===== src/rtl/uart_host_link_if.sv =====
// uart_host_link_if: groups the byte-stream, event-word and gesture signals
// of uart_host_link.
//   rx_data/rx_valid         received UART byte and its one-cycle strobe
//   tx_data/tx_valid/tx_busy transmit byte, one-cycle strobe, transmitter busy
//   evt_word/evt_valid/evt_ready  assembled event word towards the core
//   gesture_class/gesture_conf/gesture_valid  detection result strobe
// Handshake: evt_word is transferred on a cycle where evt_valid and evt_ready
// are both high; evt_valid and evt_word stay stable until then. rx_valid,
// tx_valid and gesture_valid are single-cycle strobes with no back-pressure;
// tx_busy is the transmitter's flow control and rises the cycle after tx_valid.
interface uart_host_link_if #(
  parameter int WORD_BYTES = 4,
  parameter int CLASS_W    = 2,
  parameter int CONF_W     = 4
);
  logic [7:0]              rx_data;
  logic                    rx_valid;
  logic [7:0]              tx_data;
  logic                    tx_valid;
  logic                    tx_busy;
  logic [8*WORD_BYTES-1:0] evt_word;
  logic                    evt_valid;
  logic                    evt_ready;
  logic [CLASS_W-1:0]      gesture_class;
  logic [CONF_W-1:0]       gesture_conf;
  logic                    gesture_valid;

  modport master (
    output rx_data, rx_valid, tx_busy, evt_ready,
           gesture_class, gesture_conf, gesture_valid,
    input  tx_data, tx_valid, evt_word, evt_valid
  );

  modport slave (
    input  rx_data, rx_valid, tx_busy, evt_ready,
           gesture_class, gesture_conf, gesture_valid,
    output tx_data, tx_valid, evt_word, evt_valid
  );
endinterface


===== src/rtl/uart_host_link.sv =====
// uart_host_link: bridges a UART byte stream to a host core.
//   RX side assembles WORD_BYTES bytes (MSB first) into evt_word, recognises
//   0xFC-0xFF as commands when they start a word after a long idle gap, and
//   discards partial words after a long idle timeout.
//   TX side queues 1- or 2-byte messages (gesture reports, command replies)
//   in a small FIFO and paces them out against tx_busy.
// Ports:
//   clk, rst            clock; synchronous active-high reset
//   bus (slave)         rx/tx/event/gesture signals, see uart_host_link_if
//   status_byte         reply content for command 0xFE
//   cfg_byte0/1         reply content for command 0xFD
//   soft_rst            one-cycle soft-reset request (command 0xFC)
//   evt_drop_count      words lost while evt_valid was pending (saturating)
//   resync_count        partial words discarded by timeout (saturating)
//   msg_drop_count      TX messages lost to a full FIFO (saturating)
//   dbg_tx_state        current TX FSM state
module uart_host_link #(
  parameter int WORD_BYTES     = 4,
  parameter int CMD_GAP_CYCLES = 2080,
  parameter int RESYNC_CYCLES  = 4160,
  parameter int MSG_FIFO_DEPTH = 4,
  parameter int CLASS_W        = 2,
  parameter int CONF_W         = 4
) (
  input  logic             clk,
  input  logic             rst,
  uart_host_link_if.slave  bus,
  input  logic [7:0]       status_byte,
  input  logic [7:0]       cfg_byte0,
  input  logic [7:0]       cfg_byte1,
  output logic             soft_rst,
  output logic [7:0]       evt_drop_count,
  output logic [7:0]       resync_count,
  output logic [7:0]       msg_drop_count,
  output logic [1:0]       dbg_tx_state
);
  localparam int W        = 8 * WORD_BYTES;
  localparam int IDLE_MAX = (CMD_GAP_CYCLES > RESYNC_CYCLES) ? CMD_GAP_CYCLES : RESYNC_CYCLES;
  localparam int IW       = $clog2(IDLE_MAX + 1);
  localparam int XW       = $clog2(WORD_BYTES);
  localparam int AW       = $clog2(MSG_FIFO_DEPTH);
  localparam int MW       = 17;  // {two_bytes, byte0, byte1}

  typedef enum logic [1:0] {TX_IDLE, TX_W0, TX_B1, TX_W1} tx_state_t;

  function automatic logic [7:0] sat_add(input logic [7:0] v, input logic [1:0] n);
    logic [8:0] s;
    s = {1'b0, v} + 9'(n);
    return s[8] ? 8'hFF : s[7:0];
  endfunction

  // ---------------- RX path ----------------
  logic [IW-1:0] r_idle;
  logic [XW-1:0] r_idx;
  logic [W-9:0]  r_asm;
  logic [W-1:0]  r_evt_word;
  logic          r_evt_valid;
  logic [7:0]    r_evt_drop, r_resync;
  logic          r_soft_rst;

  logic          w_cmd_ok, w_is_cmd, w_data_byte, w_word_done, w_timeout;
  logic [W-1:0]  w_word;

  assign w_cmd_ok    = (r_idle >= IW'(CMD_GAP_CYCLES));
  assign w_is_cmd    = bus.rx_valid && (r_idx == '0) && w_cmd_ok && (bus.rx_data >= 8'hFC);
  assign w_data_byte = bus.rx_valid && !w_is_cmd;
  assign w_word_done = w_data_byte && (r_idx == XW'(WORD_BYTES - 1));
  assign w_timeout   = !bus.rx_valid && (r_idx != '0) && (r_idle == IW'(RESYNC_CYCLES));
  assign w_word      = {r_asm, bus.rx_data};

  always_ff @(posedge clk) begin
    if (rst) begin
      r_idle      <= IW'(IDLE_MAX);  // saturated so a command is accepted right after reset
      r_idx       <= '0;
      r_asm       <= '0;
      r_evt_word  <= '0;
      r_evt_valid <= 1'b0;
      r_evt_drop  <= '0;
      r_resync    <= '0;
      r_soft_rst  <= 1'b0;
    end else begin
      if (bus.rx_valid)                   r_idle <= '0;
      else if (r_idle != IW'(IDLE_MAX))   r_idle <= r_idle + 1'b1;

      if (w_timeout) begin
        r_idx    <= '0;
        r_resync <= sat_add(r_resync, 2'd1);
      end else if (w_data_byte) begin
        r_asm <= w_word[W-9:0];
        r_idx <= w_word_done ? '0 : r_idx + 1'b1;
      end

      // A completed word may replace the pending one only when it is taken this cycle.
      if (w_word_done && (!r_evt_valid || bus.evt_ready)) begin
        r_evt_word  <= w_word;
        r_evt_valid <= 1'b1;
      end else if (r_evt_valid && bus.evt_ready) begin
        r_evt_valid <= 1'b0;
      end
      if (w_word_done && r_evt_valid && !bus.evt_ready)
        r_evt_drop <= sat_add(r_evt_drop, 2'd1);

      r_soft_rst <= w_is_cmd && (bus.rx_data == 8'hFC);
    end
  end

  // ---------------- message sources ----------------
  logic [MW-1:0] w_cmd_msg, w_gest_msg;
  logic          w_cmd_q;

  always_comb begin
    w_cmd_msg = '0;
    case (bus.rx_data)
      8'hFF:   w_cmd_msg = {1'b0, 8'h55, 8'h00};
      8'hFE:   w_cmd_msg = {1'b0, status_byte, 8'h00};
      8'hFD:   w_cmd_msg = {1'b1, cfg_byte0, cfg_byte1};
      default: w_cmd_msg = '0;
    endcase
  end
  assign w_cmd_q    = w_is_cmd && (bus.rx_data != 8'hFC);
  assign w_gest_msg = {1'b1, 4'hA, 4'(bus.gesture_class), 8'(bus.gesture_conf)};

  // One FIFO write per cycle: pending slot first, then gesture, then command.
  // Whatever loses is parked in the pending slot; only a third simultaneous
  // source is lost.
  logic          r_pend_valid;
  logic [MW-1:0] r_pend_msg;
  logic          w_wr_en, w_pend_set, w_lost;
  logic [MW-1:0] w_wr_msg, w_pend_msg;

  always_comb begin
    w_wr_en    = 1'b0;
    w_wr_msg   = '0;
    w_pend_set = 1'b0;
    w_pend_msg = '0;
    w_lost     = 1'b0;
    if (r_pend_valid) begin
      w_wr_en  = 1'b1;
      w_wr_msg = r_pend_msg;
      if (bus.gesture_valid) begin
        w_pend_set = 1'b1;
        w_pend_msg = w_gest_msg;
        w_lost     = w_cmd_q;
      end else if (w_cmd_q) begin
        w_pend_set = 1'b1;
        w_pend_msg = w_cmd_msg;
      end
    end else if (bus.gesture_valid) begin
      w_wr_en    = 1'b1;
      w_wr_msg   = w_gest_msg;
      w_pend_set = w_cmd_q;
      w_pend_msg = w_cmd_msg;
    end else if (w_cmd_q) begin
      w_wr_en  = 1'b1;
      w_wr_msg = w_cmd_msg;
    end
  end

  // ---------------- message FIFO ----------------
  logic [MW-1:0] r_fifo [MSG_FIFO_DEPTH];
  logic [AW-1:0] r_wr_ptr, r_rd_ptr;
  logic [AW:0]   r_count;
  logic [7:0]    r_msg_drop;
  logic          w_full, w_empty, w_pop, w_wr_ok, w_wr_drop;
  logic [MW-1:0] w_head;

  assign w_full    = (r_count == (AW+1)'(MSG_FIFO_DEPTH));
  assign w_empty   = (r_count == '0);
  assign w_head    = r_fifo[r_rd_ptr];
  assign w_wr_ok   = w_wr_en && (!w_full || w_pop);
  assign w_wr_drop = w_wr_en && !w_wr_ok;

  always_ff @(posedge clk) begin
    if (w_wr_ok) r_fifo[r_wr_ptr] <= w_wr_msg;
  end

  always_ff @(posedge clk) begin
    if (rst) begin
      r_wr_ptr     <= '0;
      r_rd_ptr     <= '0;
      r_count      <= '0;
      r_pend_valid <= 1'b0;
      r_pend_msg   <= '0;
      r_msg_drop   <= '0;
    end else begin
      if (w_wr_ok) r_wr_ptr <= r_wr_ptr + 1'b1;
      if (w_pop)   r_rd_ptr <= r_rd_ptr + 1'b1;
      case ({w_wr_ok, w_pop})
        2'b10:   r_count <= r_count + 1'b1;
        2'b01:   r_count <= r_count - 1'b1;
        default: r_count <= r_count;
      endcase
      r_pend_valid <= w_pend_set;
      if (w_pend_set) r_pend_msg <= w_pend_msg;
      if (w_wr_drop || w_lost)
        r_msg_drop <= sat_add(r_msg_drop, 2'(w_wr_drop) + 2'(w_lost));
    end
  end

  // ---------------- TX FSM ----------------
  tx_state_t r_state, w_next;
  logic       r_tx_valid, r_len2, w_fire;
  logic [7:0] r_tx_data, r_b1, w_byte;

  always_ff @(posedge clk) begin
    if (rst) r_state <= TX_IDLE;
    else     r_state <= w_next;
  end

  always_comb begin
    w_next = r_state;
    w_pop  = 1'b0;
    w_fire = 1'b0;
    w_byte = 8'h00;
    case (r_state)
      TX_IDLE: if (!w_empty && !bus.tx_busy) begin
        w_pop  = 1'b1;
        w_fire = 1'b1;
        w_byte = w_head[15:8];
        w_next = TX_W0;
      end
      TX_W0: if (bus.tx_busy) w_next = r_len2 ? TX_B1 : TX_IDLE;
      TX_B1: if (!bus.tx_busy) begin
        w_fire = 1'b1;
        w_byte = r_b1;
        w_next = TX_W1;
      end
      TX_W1: if (bus.tx_busy) w_next = TX_IDLE;
      default: w_next = TX_IDLE;
    endcase
  end

  always_ff @(posedge clk) begin
    if (rst) begin
      r_tx_valid <= 1'b0;
      r_tx_data  <= '0;
      r_len2     <= 1'b0;
      r_b1       <= '0;
    end else begin
      r_tx_valid <= w_fire;
      if (w_fire) r_tx_data <= w_byte;
      if (w_pop) begin
        r_len2 <= w_head[16];
        r_b1   <= w_head[7:0];
      end
    end
  end

  assign bus.tx_data     = r_tx_data;
  assign bus.tx_valid    = r_tx_valid;
  assign bus.evt_word    = r_evt_word;
  assign bus.evt_valid   = r_evt_valid;
  assign soft_rst        = r_soft_rst;
  assign evt_drop_count  = r_evt_drop;
  assign resync_count    = r_resync;
  assign msg_drop_count  = r_msg_drop;
  assign dbg_tx_state    = r_state;
endmodule


===== src/flat_wrapper.sv =====
// flat-port wrapper written by rule: the top's interface ports become plain ports
module uart_host_link_flat 
#(
  parameter int WORD_BYTES     = 4,
  parameter int CMD_GAP_CYCLES = 2080,
  parameter int RESYNC_CYCLES  = 4160,
  parameter int MSG_FIFO_DEPTH = 4,
  parameter int CLASS_W        = 2,
  parameter int CONF_W         = 4
)
  (clk, rst, status_byte, cfg_byte0, cfg_byte1, soft_rst, evt_drop_count, resync_count, msg_drop_count, dbg_tx_state, bus_rx_data, bus_rx_valid, bus_tx_busy, bus_evt_ready, bus_gesture_class, bus_gesture_conf, bus_gesture_valid, bus_tx_data, bus_tx_valid, bus_evt_word, bus_evt_valid);
  uart_host_link_if #(.WORD_BYTES(WORD_BYTES), .CLASS_W(CLASS_W), .CONF_W(CONF_W)) bus_i ();
  input  logic clk;
  input  logic rst;
  input  logic [7:0] status_byte;
  input  logic [7:0] cfg_byte0;
  input  logic [7:0] cfg_byte1;
  output logic soft_rst;
  output logic [7:0] evt_drop_count;
  output logic [7:0] resync_count;
  output logic [7:0] msg_drop_count;
  output logic [1:0] dbg_tx_state;
  input wire logic [$bits(bus_i.rx_data)-1:0] bus_rx_data;
  input wire logic [$bits(bus_i.rx_valid)-1:0] bus_rx_valid;
  input wire logic [$bits(bus_i.tx_busy)-1:0] bus_tx_busy;
  input wire logic [$bits(bus_i.evt_ready)-1:0] bus_evt_ready;
  input wire logic [$bits(bus_i.gesture_class)-1:0] bus_gesture_class;
  input wire logic [$bits(bus_i.gesture_conf)-1:0] bus_gesture_conf;
  input wire logic [$bits(bus_i.gesture_valid)-1:0] bus_gesture_valid;
  output wire logic [$bits(bus_i.tx_data)-1:0] bus_tx_data;
  output wire logic [$bits(bus_i.tx_valid)-1:0] bus_tx_valid;
  output wire logic [$bits(bus_i.evt_word)-1:0] bus_evt_word;
  output wire logic [$bits(bus_i.evt_valid)-1:0] bus_evt_valid;
  assign bus_i.rx_data = bus_rx_data;
  assign bus_i.rx_valid = bus_rx_valid;
  assign bus_i.tx_busy = bus_tx_busy;
  assign bus_i.evt_ready = bus_evt_ready;
  assign bus_i.gesture_class = bus_gesture_class;
  assign bus_i.gesture_conf = bus_gesture_conf;
  assign bus_i.gesture_valid = bus_gesture_valid;
  assign bus_tx_data = bus_i.tx_data;
  assign bus_tx_valid = bus_i.tx_valid;
  assign bus_evt_word = bus_i.evt_word;
  assign bus_evt_valid = bus_i.evt_valid;
  uart_host_link #(.WORD_BYTES(WORD_BYTES), .CMD_GAP_CYCLES(CMD_GAP_CYCLES), .RESYNC_CYCLES(RESYNC_CYCLES), .MSG_FIFO_DEPTH(MSG_FIFO_DEPTH), .CLASS_W(CLASS_W), .CONF_W(CONF_W)) u_core (.clk(clk), .rst(rst), .bus(bus_i), .status_byte(status_byte), .cfg_byte0(cfg_byte0), .cfg_byte1(cfg_byte1), .soft_rst(soft_rst), .evt_drop_count(evt_drop_count), .resync_count(resync_count), .msg_drop_count(msg_drop_count), .dbg_tx_state(dbg_tx_state));
endmodule

===== config.mk =====
export PLATFORM = sky130hd
export DESIGN_NAME = uart_host_link_flat
export DESIGN_NICKNAME = d
export VERILOG_FILES = /design/src/rtl/uart_host_link_if.sv /design/src/rtl/uart_host_link.sv /design/src/flat_wrapper.sv
export SDC_FILE = /design/constraint.sdc
export NUM_CORES = 1
export LEC_CHECK = 0
export CORE_ASPECT_RATIO = 0.8
export CORE_UTILIZATION = 30
export CTS_CLUSTER_SIZE = 8
export DETAILED_ROUTE_END_ITERATION = 7
export PLACE_DENSITY = 0.53
export REMOVE_ABC_BUFFERS = 1
export SETUP_SLACK_MARGIN = 0.4
export SLEW_MARGIN = 20
export SYNTH_ARGS = -nofsm -noshare
export SYNTH_HDL_FRONTEND = slang
export SYNTH_SLANG_ARGS = --single-unit

===== constraint.sdc =====
create_clock -name clk -period 2.7 [get_ports clk]
set_clock_uncertainty 0.15 [all_clocks]
set_input_delay 0.405 -clock clk [delete_from_list [all_inputs] [get_ports clk]]
set_output_delay 0.405 -clock clk [all_outputs]
set_load 0.01 [all_outputs]

**Word level (Yosys, flattened, before mapping)**

Memories as Yosys holds them, arrays and structs flattened. A register that Yosys moved wholly into a read port is not among the register bits.
Index checks and enable logic that the tools add are counted.

- ROM bits: 0
- Logic and storage cells: 128
- Memories: 1
- RAM bits: 68
- Latch bits: 0
- Output and inout bits: 69
- Register bits after elaboration: 142
- Input port bits: 44

- Bitwise gates (word level): 1
- $lt $le $gt $ge: 2
- Shifts and indexed selects: 0
- Reductions and logical operators: 38
- Muxes and demuxes: 38
- Add/subtract/negate cells: 10
- $mul: 0
- Divide/modulo/power cells: 0
- Eq/ne operators: 18

Memory list:

| memory | depth | width | rd ports | clocked after Yosys merged registers in | write ports | line | text |
|---|---|---|---|---|---|---|---|
| u_core.r_fifo | 4 | 17 | 1 | 1 | 1 | uart_host_link.sv:160 | `logic [MW-1:0] r_fifo [MSG_FIFO_DEPTH];` |

Operators by type and width:

| kind | count |
|---|---|
| 17-bit 2-to-1 mux | 5 |
| 17-bit case mux with 3 select lines | 1 |
| 8-bit 2-to-1 mux | 5 |
| 8-bit == test, second input constant | 4 |
| 13-bit 2-to-1 mux | 2 |
| 8-bit by 1-bit adder with 9-bit output, second input constant | 2 |
| 1-bit logical AND | 16 |
| 2-bit 2-to-1 mux | 8 |
| 8-bit case mux with 2 select lines | 1 |
| 13-bit by 1-bit adder with 13-bit output, second input constant | 1 |
| 13-bit == test, second input constant | 1 |
| 13-bit by 12-bit >= comparator with 1-bit output, second input constant | 1 |
| 1-bit 2-to-1 mux | 13 |
| 13-bit != test, second input constant | 1 |
| 8-bit by 2-bit adder with 9-bit output | 1 |
| 2-bit == test, second input constant | 4 |
| 8-bit >= comparator, second input constant | 1 |
| 1-bit zero test | 8 |
| 8-bit != test, second input constant | 1 |
| 2-bit case mux with 4 select lines | 1 |
| 2-bit nonzero test | 4 |
| 2-bit by 1-bit adder with 2-bit output, second input constant | 3 |
| 2-bit != test, second input constant | 3 |
| 3-bit case mux with 2 select lines | 1 |
| other kinds (14) | 19 |

**Logic depth before layout (Yosys ltp)**

Gate-level depths: netlist of run 1.

- Depth after elaboration: 14
- Gate-level depth with buffers: 14
- Gate-level depth less buffers: 14

**Least setup slack after synthesis of run 1**

OpenSTA, ideal clock, no wires.

- Path type: reg2reg
- Start: register u_core.r_idx[0]
- End: register u_core.r_msg_drop[3], in the netlist u_core.msg_drop_count[3]
- Library setup time: 0.091 ns
- Required time: 2.459 ns
- Buffers on the path: 0
- Slack: -0.258 ns
- Data arrival time: 2.717 ns
- Cell stages (with the launch flop): 15
- Period minus slack after synthesis: 2.958 ns
- Path through: dfxtp_1 inv_1 ha_1 o21ai_1 nor3_4 nand4_4 a21oi_1 fa_1 ha_1 and3_1 nand2_1 or2_2 nand2_1 a21oi_1 a311oi_1

- Word-level cells in the longest chain between the ends: 14
- Elaborated cells on any way between the ends: 17
- Those cells by class: add/sub (2); mux (6); reduce/logical (9)

Ends and longest elaborated chain:

| element | line | text |
|---|---|---|
| start: declaration | uart_host_link.sv:54 | `logic [XW-1:0] r_idx;` |
| start signal: assignment | uart_host_link.sv:90 | `r_idx <= w_word_done ? '0 : r_idx + 1'b1;` |
| 2-bit zero test (*) | uart_host_link.sv:65 | `assign w_is_cmd = bus.rx_valid && (r_idx == '0) && w_cmd_ok && (bus.rx_data >= 8'hFC);` |
| 1-bit logical AND (*) (3 in series) | uart_host_link.sv:65 |  |
| 1-bit logical AND (*) | uart_host_link.sv:120 | `assign w_cmd_q = w_is_cmd && (bus.rx_data != 8'hFC);` |
| 1-bit 2-to-1 mux | uart_host_link.sv:153 | `end else if (w_cmd_q) begin` |
| 1-bit 2-to-1 mux | uart_host_link.sv:148 | `end else if (bus.gesture_valid) begin` |
| 1-bit 2-to-1 mux | uart_host_link.sv:137 | `if (r_pend_valid) begin` |
| 1-bit logical AND | uart_host_link.sv:170 | `assign w_wr_ok = w_wr_en && (!w_full \|\| w_pop);` |
| 1-bit zero test | uart_host_link.sv:171 | `assign w_wr_drop = w_wr_en && !w_wr_ok;` |
| 1-bit logical AND | uart_host_link.sv:171 |  |
| 1-bit by 1-bit adder with 2-bit output | uart_host_link.sv:196 | `r_msg_drop <= sat_add(r_msg_drop, 2'(w_wr_drop) + 2'(w_lost));` |
| 8-bit by 2-bit adder with 9-bit output | uart_host_link.sv:48 | `s = {1'b0, v} + 9'(n);` |
| 8-bit 2-to-1 mux | uart_host_link.sv:49 | `return s[8] ? 8'hFF : s[7:0];` |
| end signal: assignment | uart_host_link.sv:196 |  |
| end: declaration | uart_host_link.sv:163 | `logic [7:0] r_msg_drop;` |

Mark *: on every way between the ends. The rest lies on a longest branch, timed or not.
A chain may end at the register's enable or synchronous reset.

**Worst setup path in the final report of run 1**

Same ends and word-level chain as after synthesis.

==> impl_metrics.tcl, run 1 <==
set metrics [dict create \
    dieArea_um2 30200 \
    timing.critical_path.mode_cell "ha_4" \
    rows 55 \
    insertion_delay_ns 0.54 \
    netlist_area_um2 8860 \
    first_iter_violations 343 \
    grt_pass1_vias 6940 \
    crit_slowest_cell "dfxtp_2" \
    avgSynthCellArea_um2 10.3 \
    status "finished with violations" \
    synth.mux.area_fraction 0.0500 \
    synth_top_family_by_area "simple AND/OR/NAND/NOR gates" \
    post-place-ws_ns -0.625 \
    synthSimpleGateAreaFrac 0.173 \
    worstSetupPathType "reg2reg" \
    cp_top_family "simple AND/OR/NAND/NOR gates" \
    die_h_um 156 \
    synthCells 864 \
    path_depth 14 \
    hp-class "in2reg" \
    wire_per_inst_um 16.2 \
    path_buf_inv 1 \
    route.vias.total 7077 \
    synth.most_common_cell "nand2_1" \
    place_inst 1398 \
    clkSinkCount 212 \
    layout-drive-gt1-share 0.231 \
    synth_edf_count 68 \
    synth_compound_area_frac 0.148 \
    grt_pass1_wl_um 37400 \
    rr_worst_depth 14 \
    fin_nets 1140 \
    rrSetupSlack_ns -0.02 \
    period_share 1.01 \
    violations "setup timing" \
    yosysTopAreaCellShare 0.325 \
    startpoint_type "register" \
    drc 0 \
    portBuffers 112 \
    min_path_cells 4 \
    drv_cap 0 \
    max_slew_margin 0.538 \
    period_needed_ns 2.72 \
    power.density_nw_per_um2 683 \
    vias_per_cell 4.83 \
    cpPeakStageDelay_ns 0.32 \
    path_cells "inv_2 -> ha_4 -> o21ai_4 -> nor3_4 -> nand4_4 -> a21oi_4 -> fa_2 -> ha_4 -> and3_4 -> nand2_4 -> or2_4 -> nand2_2 -> a21oi_2 -> a311oi_2" \
    cts_hold_buf 0 \
    placed_area_um2 11100 \
    grt_max_degree 122 \
    clkTransAtPathRegs_ns 0.05 \
    synthXorXnorAreaFrac 0.0168 \
    grt_usage 0.154 \
    stdcell_count 1465 \
    yosys_most_used_dff "dfxtp_1" \
    wl_um 23700 \
    layout_setup_ws_ns -0.0209 \
    synth_seq_cells 212 \
    slew_viol_final 0 \
    ir_worst_vdd_mv 0.504 \
    gr-total-overflow 0 \
    max_freq_mhz 368 \
    start_util 0.309 \
    cp_max_fo 3 \
    cts_root_buffer "clkbuf_16" \
    synth_adder_area_share 0.0240 \
    ioPinCount 113 \
    antenna_found_initial 0 \
    cts_tree "yes" \
    synth_cell_types 69 \
    antenna_left 0 \
    finalSetupViolations 3 \
    die-width_um 194 \
    cp.arrival_ns 3.01 \
    end_kind "register" \
    yosysSeqAreaShare 0.556 \
    place_congestion 0.790 \
    synthToLayoutAreaGrowth_pct 41.9 \
    ys_top_cells_by_area "dfxtp_1 (33%), edfxtp_1 (23%), nand2_1 (6.9%), a21oi_1 (5.2%), mux4_2 (4.3%)" \
    first_pass_iters 5 \
    worstMarginPinSlew_ns 0.692 \
    postSynth.asyncResetShare 0 \
    netlist_top_cells_count "nand2_1 (163), dfxtp_1 (144), a21oi_1 (92)" \
    cts_buffers 30 \
    rsz0062_at_grt "yes" \
    final_util 0.439 \
    final_area_um2 12600 \
    coreArea_um2 28600 \
    yosys_warnings 0 \
    hold_viol 0 \
    leakage_nw 4.48 \
    required_ns 2.99 \
    final.fill_count 2749 \
    yosysTopAreaCell "dfxtp_1" \
    cts_max_level 1 \
    cts_buffer_depth 3 \
    antennaDiodeCount 0 \
    place_hpwl_um 15700 \
]
registers in the layout, summed over array words and instances (netlist names), named ones only:
register / flops
u_core.bus.tx_data: 8
u_core.dbg_tx_state: 1
u_core.r_rd_ptr: 2
u_core.r_len2: 1
u_core.r_idx: 2
u_core.resync_count: 8
u_core.soft_rst: 1
u_core.r_wr_ptr: 2
u_core.r_fifo: 68
u_core.r_pend_valid: 1
u_core.bus.evt_word: 32
u_core.evt_drop_count: 8
u_core.r_pend_msg: 17
u_core.msg_drop_count: 8
u_core.r_b1: 8
u_core.bus.evt_valid: 1
u_core.bus.tx_valid: 1
u_core.r_asm: 24
u_core.r_count: 3
u_core.r_idle: 13
power breakdown:
part	internal, mW	switching (mW)
Clock	2.11	1.33
Sequential	3.53	0.112
Combinational	0.760	0.737
routing by layer:
metal	track usage	up-vias	routed length [um]
met5	0	-	0
met4	0.0295	0	305
met3	0.0303	23	953
met2	0.249	114	10900
met1	0.213	3389	11600
li1	-	3551	-
metrics by stage:
step                hold WS [ns]  total power [mW]  setup TNS, ns
floorplan                  0.276              4.43         -28.98
global placement           0.289              5.08         -19.61
detailed placement         0.295              5.10         -22.80
CTS                        0.286              8.67         -0.158
global route               0.231              9.01         -0.788
finish                     0.216              8.58        -0.0431
placed cells by master, fill, tap and decap left out, types with 6 or more instances in the layout:
cell               n
a22o_1            14
dfxtp_1          140
nand3_1           22
mux2i_1            6
buf_6             15
inv_1             17
and3_1            14
a211oi_1          18
nand2_1          159
clkdlybuf4s50_1  109
clkbuf_16         30
and2_4             6
nor3_1            14
buf_4             99
a22oi_2            6
a22oi_1           12
a21oi_2            7
xor2_1            12
ha_1               9
nor2_1            52
buf_12             8
clkbuf_1          13
a21oi_1           83
mux4_2            17
o21ai_0           11
edfxtp_1          68
final timing paths:
kind,startpoint,to
min,bus_rx_data[1],u_core.bus.evt_word[1]
max reg2reg,u_core.r_idx[0],u_core.msg_drop_count[3]
min reg2reg,u_core.r_asm[21],u_core.bus.evt_word[29]
max,u_core.r_idx[0],u_core.msg_drop_count[3]
area by class of cell:
cell class	count	area, um2	share of cell area
Multi-Input combinational cell	581	4000	0.318
Clock buffer	43	800	0.0636
Timing Repair Buffer	235	2230	0.177
Tap cell	370	463	0.0368
Inverter	22	86.3	0.00687
Sequential cell	212	4930	0.392
Clock inverter	2	60.1	0.00478
what timing repair did:
item,CTS,global route
setup buffers,9,11
resized for setup,54,55
hold endpoints to repair,0,0
cloned,1,1
setup endpoints to repair,121,165
pin swaps,23,33
tightest hold or removal path: cells and delay by family:
kind,cells,cell delay [ns]
simple gates,1,0.06
compound gates,1,0.05
buf+inv,2,0.34
logic make-up (layout without fill, tap and decap cells):
group,Yosys count,count (layout)
compound gates,201,201
xor+xnor,17,17
fa+ha+maj,16,16
buf+inv,71,302
flops,212,212
mux,23,23
simple gates,324,324
No activity file was read; power rests on OpenSTA's default activity.
==> run 2, diff against run 1 <==
- RECOVER_POWER: default -> 25
==> run 2 against run 1 <==
Against the previous run:
- the flow still finishes with violations (setup timing)
- critical path type unchanged
- largest power group unchanged
- register-to-register slack barely moved
- via count is 0.21% higher
- clock-buffer cell count did not move
- flip-flop and latch count stayed put
==> impl_metrics.tcl, run 2 (synthesis results as in run 1) <==
set metrics [dict create \
    layout_setup_ws_ns -0.0258 \
    rr_worst_depth 14 \
    grt_usage 0.154 \
    max_freq_mhz 367 \
    min_delay_worst_endpoint "u_core.bus.evt_word[1]" \
    dieArea_um2 30200 \
    cp_max_fo 3 \
    first_iter_violations 324 \
    ioPinCount 113 \
    cts_root_buffer "clkbuf_16" \
    slew_viol_final 0 \
    final_common_cell "nand2_1" \
    ir_worst_vdd_mv 0.502 \
    hold_viol 0 \
    portBuffers 112 \
    cts_buffers 30 \
    largest_reg_flops 68 \
    die_h_um 156 \
    cts_tree "yes" \
    violations "setup timing" \
    required_ns 2.99 \
    fin_nets 1140 \
    stdcell_count 1465 \
    mostFrequentLayoutCells "nand2_1 (159), dfxtp_1 (140), buf_4 (90)" \
    synthToLayoutAreaGrowth_pct 41.5 \
    gr-total-overflow 0 \
    cts_max_level 1 \
    antennaDiodeCount 0 \
    finalSetupViolations 3 \
    crit_slowest_cell "dfxtp_2" \
    cp.arrival_ns 3.01 \
    clkTransAtPathRegs_ns 0.05 \
    grt_pass1_wl_um 37400 \
    cp_top_family "simple AND/OR/NAND/NOR gates" \
    layout-drive-gt1-share 0.223 \
    startpoint_type "register" \
    status "finished with violations" \
    wl_um 23600 \
    end_kind "register" \
    place_hpwl_um 15700 \
    grt_max_degree 122 \
    place_inst 1398 \
    path_cells "inv_2 -> ha_4 -> o21ai_4 -> nor3_4 -> nand4_4 -> a21oi_4 -> fa_2 -> ha_4 -> and3_4 -> nand2_4 -> or2_4 -> nand2_2 -> a21oi_2 -> a311oi_2" \
    insertion_delay_ns 0.54 \
    regMostFlops "u_core.r_fifo" \
    cpPeakStageDelay_ns 0.32 \
    wire_per_inst_um 16.1 \
    worstReg2RegEnd "u_core.msg_drop_count[3]" \
    rrSetupSlack_ns -0.03 \
    place_congestion 0.790 \
    timing.critical_path.mode_cell "ha_4" \
    final_util 0.438 \
    vias_per_cell 4.84 \
    power_mw 8.55 \
    period_needed_ns 2.73 \
    antenna_left 0 \
    first_pass_iters 4 \
    start_util 0.309 \
    grt_pass1_vias 6940 \
    antenna_found_initial 0 \
    worstSetupPathType "reg2reg" \
    cts_buffer_depth 3 \
    drc 0 \
    hold_ws_ns 0.212 \
    leakage_nw 4.57 \
    rr_startpoint "u_core.r_idx[0]" \
    hp-class "in2reg" \
    drv_cap 0 \
    period_share 1.01 \
    worstHoldStart "bus_rx_data[1]" \
    path_buf_inv 1 \
    max_slew_margin 0.398 \
    coreArea_um2 28600 \
    min_path_cells 4 \
    clkSinkCount 212 \
    die-width_um 194 \
    route.vias.total 7092 \
    rsz0062_at_grt "yes" \
    worstMarginPinSlew_ns 0.904 \
    rows 55 \
    power.density_nw_per_um2 682 \
]
-- run 2: cell count changes in the layout (fill, tap and decap cells not counted), sizes merged --
cell | previous run | this run
clkdlybuf4s50 | 109 | 72
buf | 124 | 115
clkbuf | 43 | 52
dlygate4sd3 | 0 | 37
-- run 2: report_power, final --
part	leakage, nW	switching (mW)	total [mW]	internal (mW)
registers	1.81	0.109	3.64	3.53
logic	2.35	0.737	1.46	0.728
clock network	0.411	1.33	3.45	2.11
-- run 2: worst max-delay path by stage --
stage                     cells past startpoint                       end         startpoint
after global routing                         13  u_core.msg_drop_count[5]  u_core.r_idle[10]
after detailed placement                     12  u_core.msg_drop_count[7]     bus_rx_data[6]
final                                        14  u_core.msg_drop_count[3]    u_core.r_idx[0]
after CTS                                    12  u_core.msg_drop_count[5]   u_core.r_idle[6]
after floorplan                               8    u_core.bus.evt_word[0]    u_core.r_idx[0]
after global placement                       12  u_core.msg_drop_count[7]     bus_rx_data[6]
-- run 2: layer usage --
metal,global-route usage,vias up,share of wire
met2,0.249,116,0.46
li1,-,3555,-
met5,0,-,0
met1,0.213,3400,0.49
met3,0.0303,21,0.040
met4,0.0295,0,0.012
-- run 2: tightest hold or removal path: stages --
cell and delay, ns:
dlymetal6s2s_1 0.16, buf_4 0.18, nand2_1 0.06, a21oi_1 0.05
-- run 2: metrics by stage --
step                      setup TNS [ns]  instance area [um2]  worst slack, ns
after floorplan                   -28.98                 8650           -0.867
after global placement            -19.61                11100           -0.610
after detailed placement          -22.80                11100           -0.625
after CTS                         -0.158                12200          -0.0540
after global routing              -0.792                12500           -0.166
final                            -0.0495                12500          -0.0258
-- run 2: cell type report --
type,instances,area [um2]
inverters,22,86.3
flip-flops and latches,212,4930
repair buffers,235,2190
fillers,2758,16100
multi-input cells,581,4000
clock inverters,2,60.1
well taps,370,463
clock buffers,43,800
-- run 2: repair_timing --
item                                    4_1_cts  5_1_grt
endpoints found under the setup margin      121      165
cloned                                        1        1
setup buffers                                 9       11
pin swaps                                    23       33
hold buffers                                  0        0
hold endpoints to repair                      0        0
gates resized for setup                      54       55
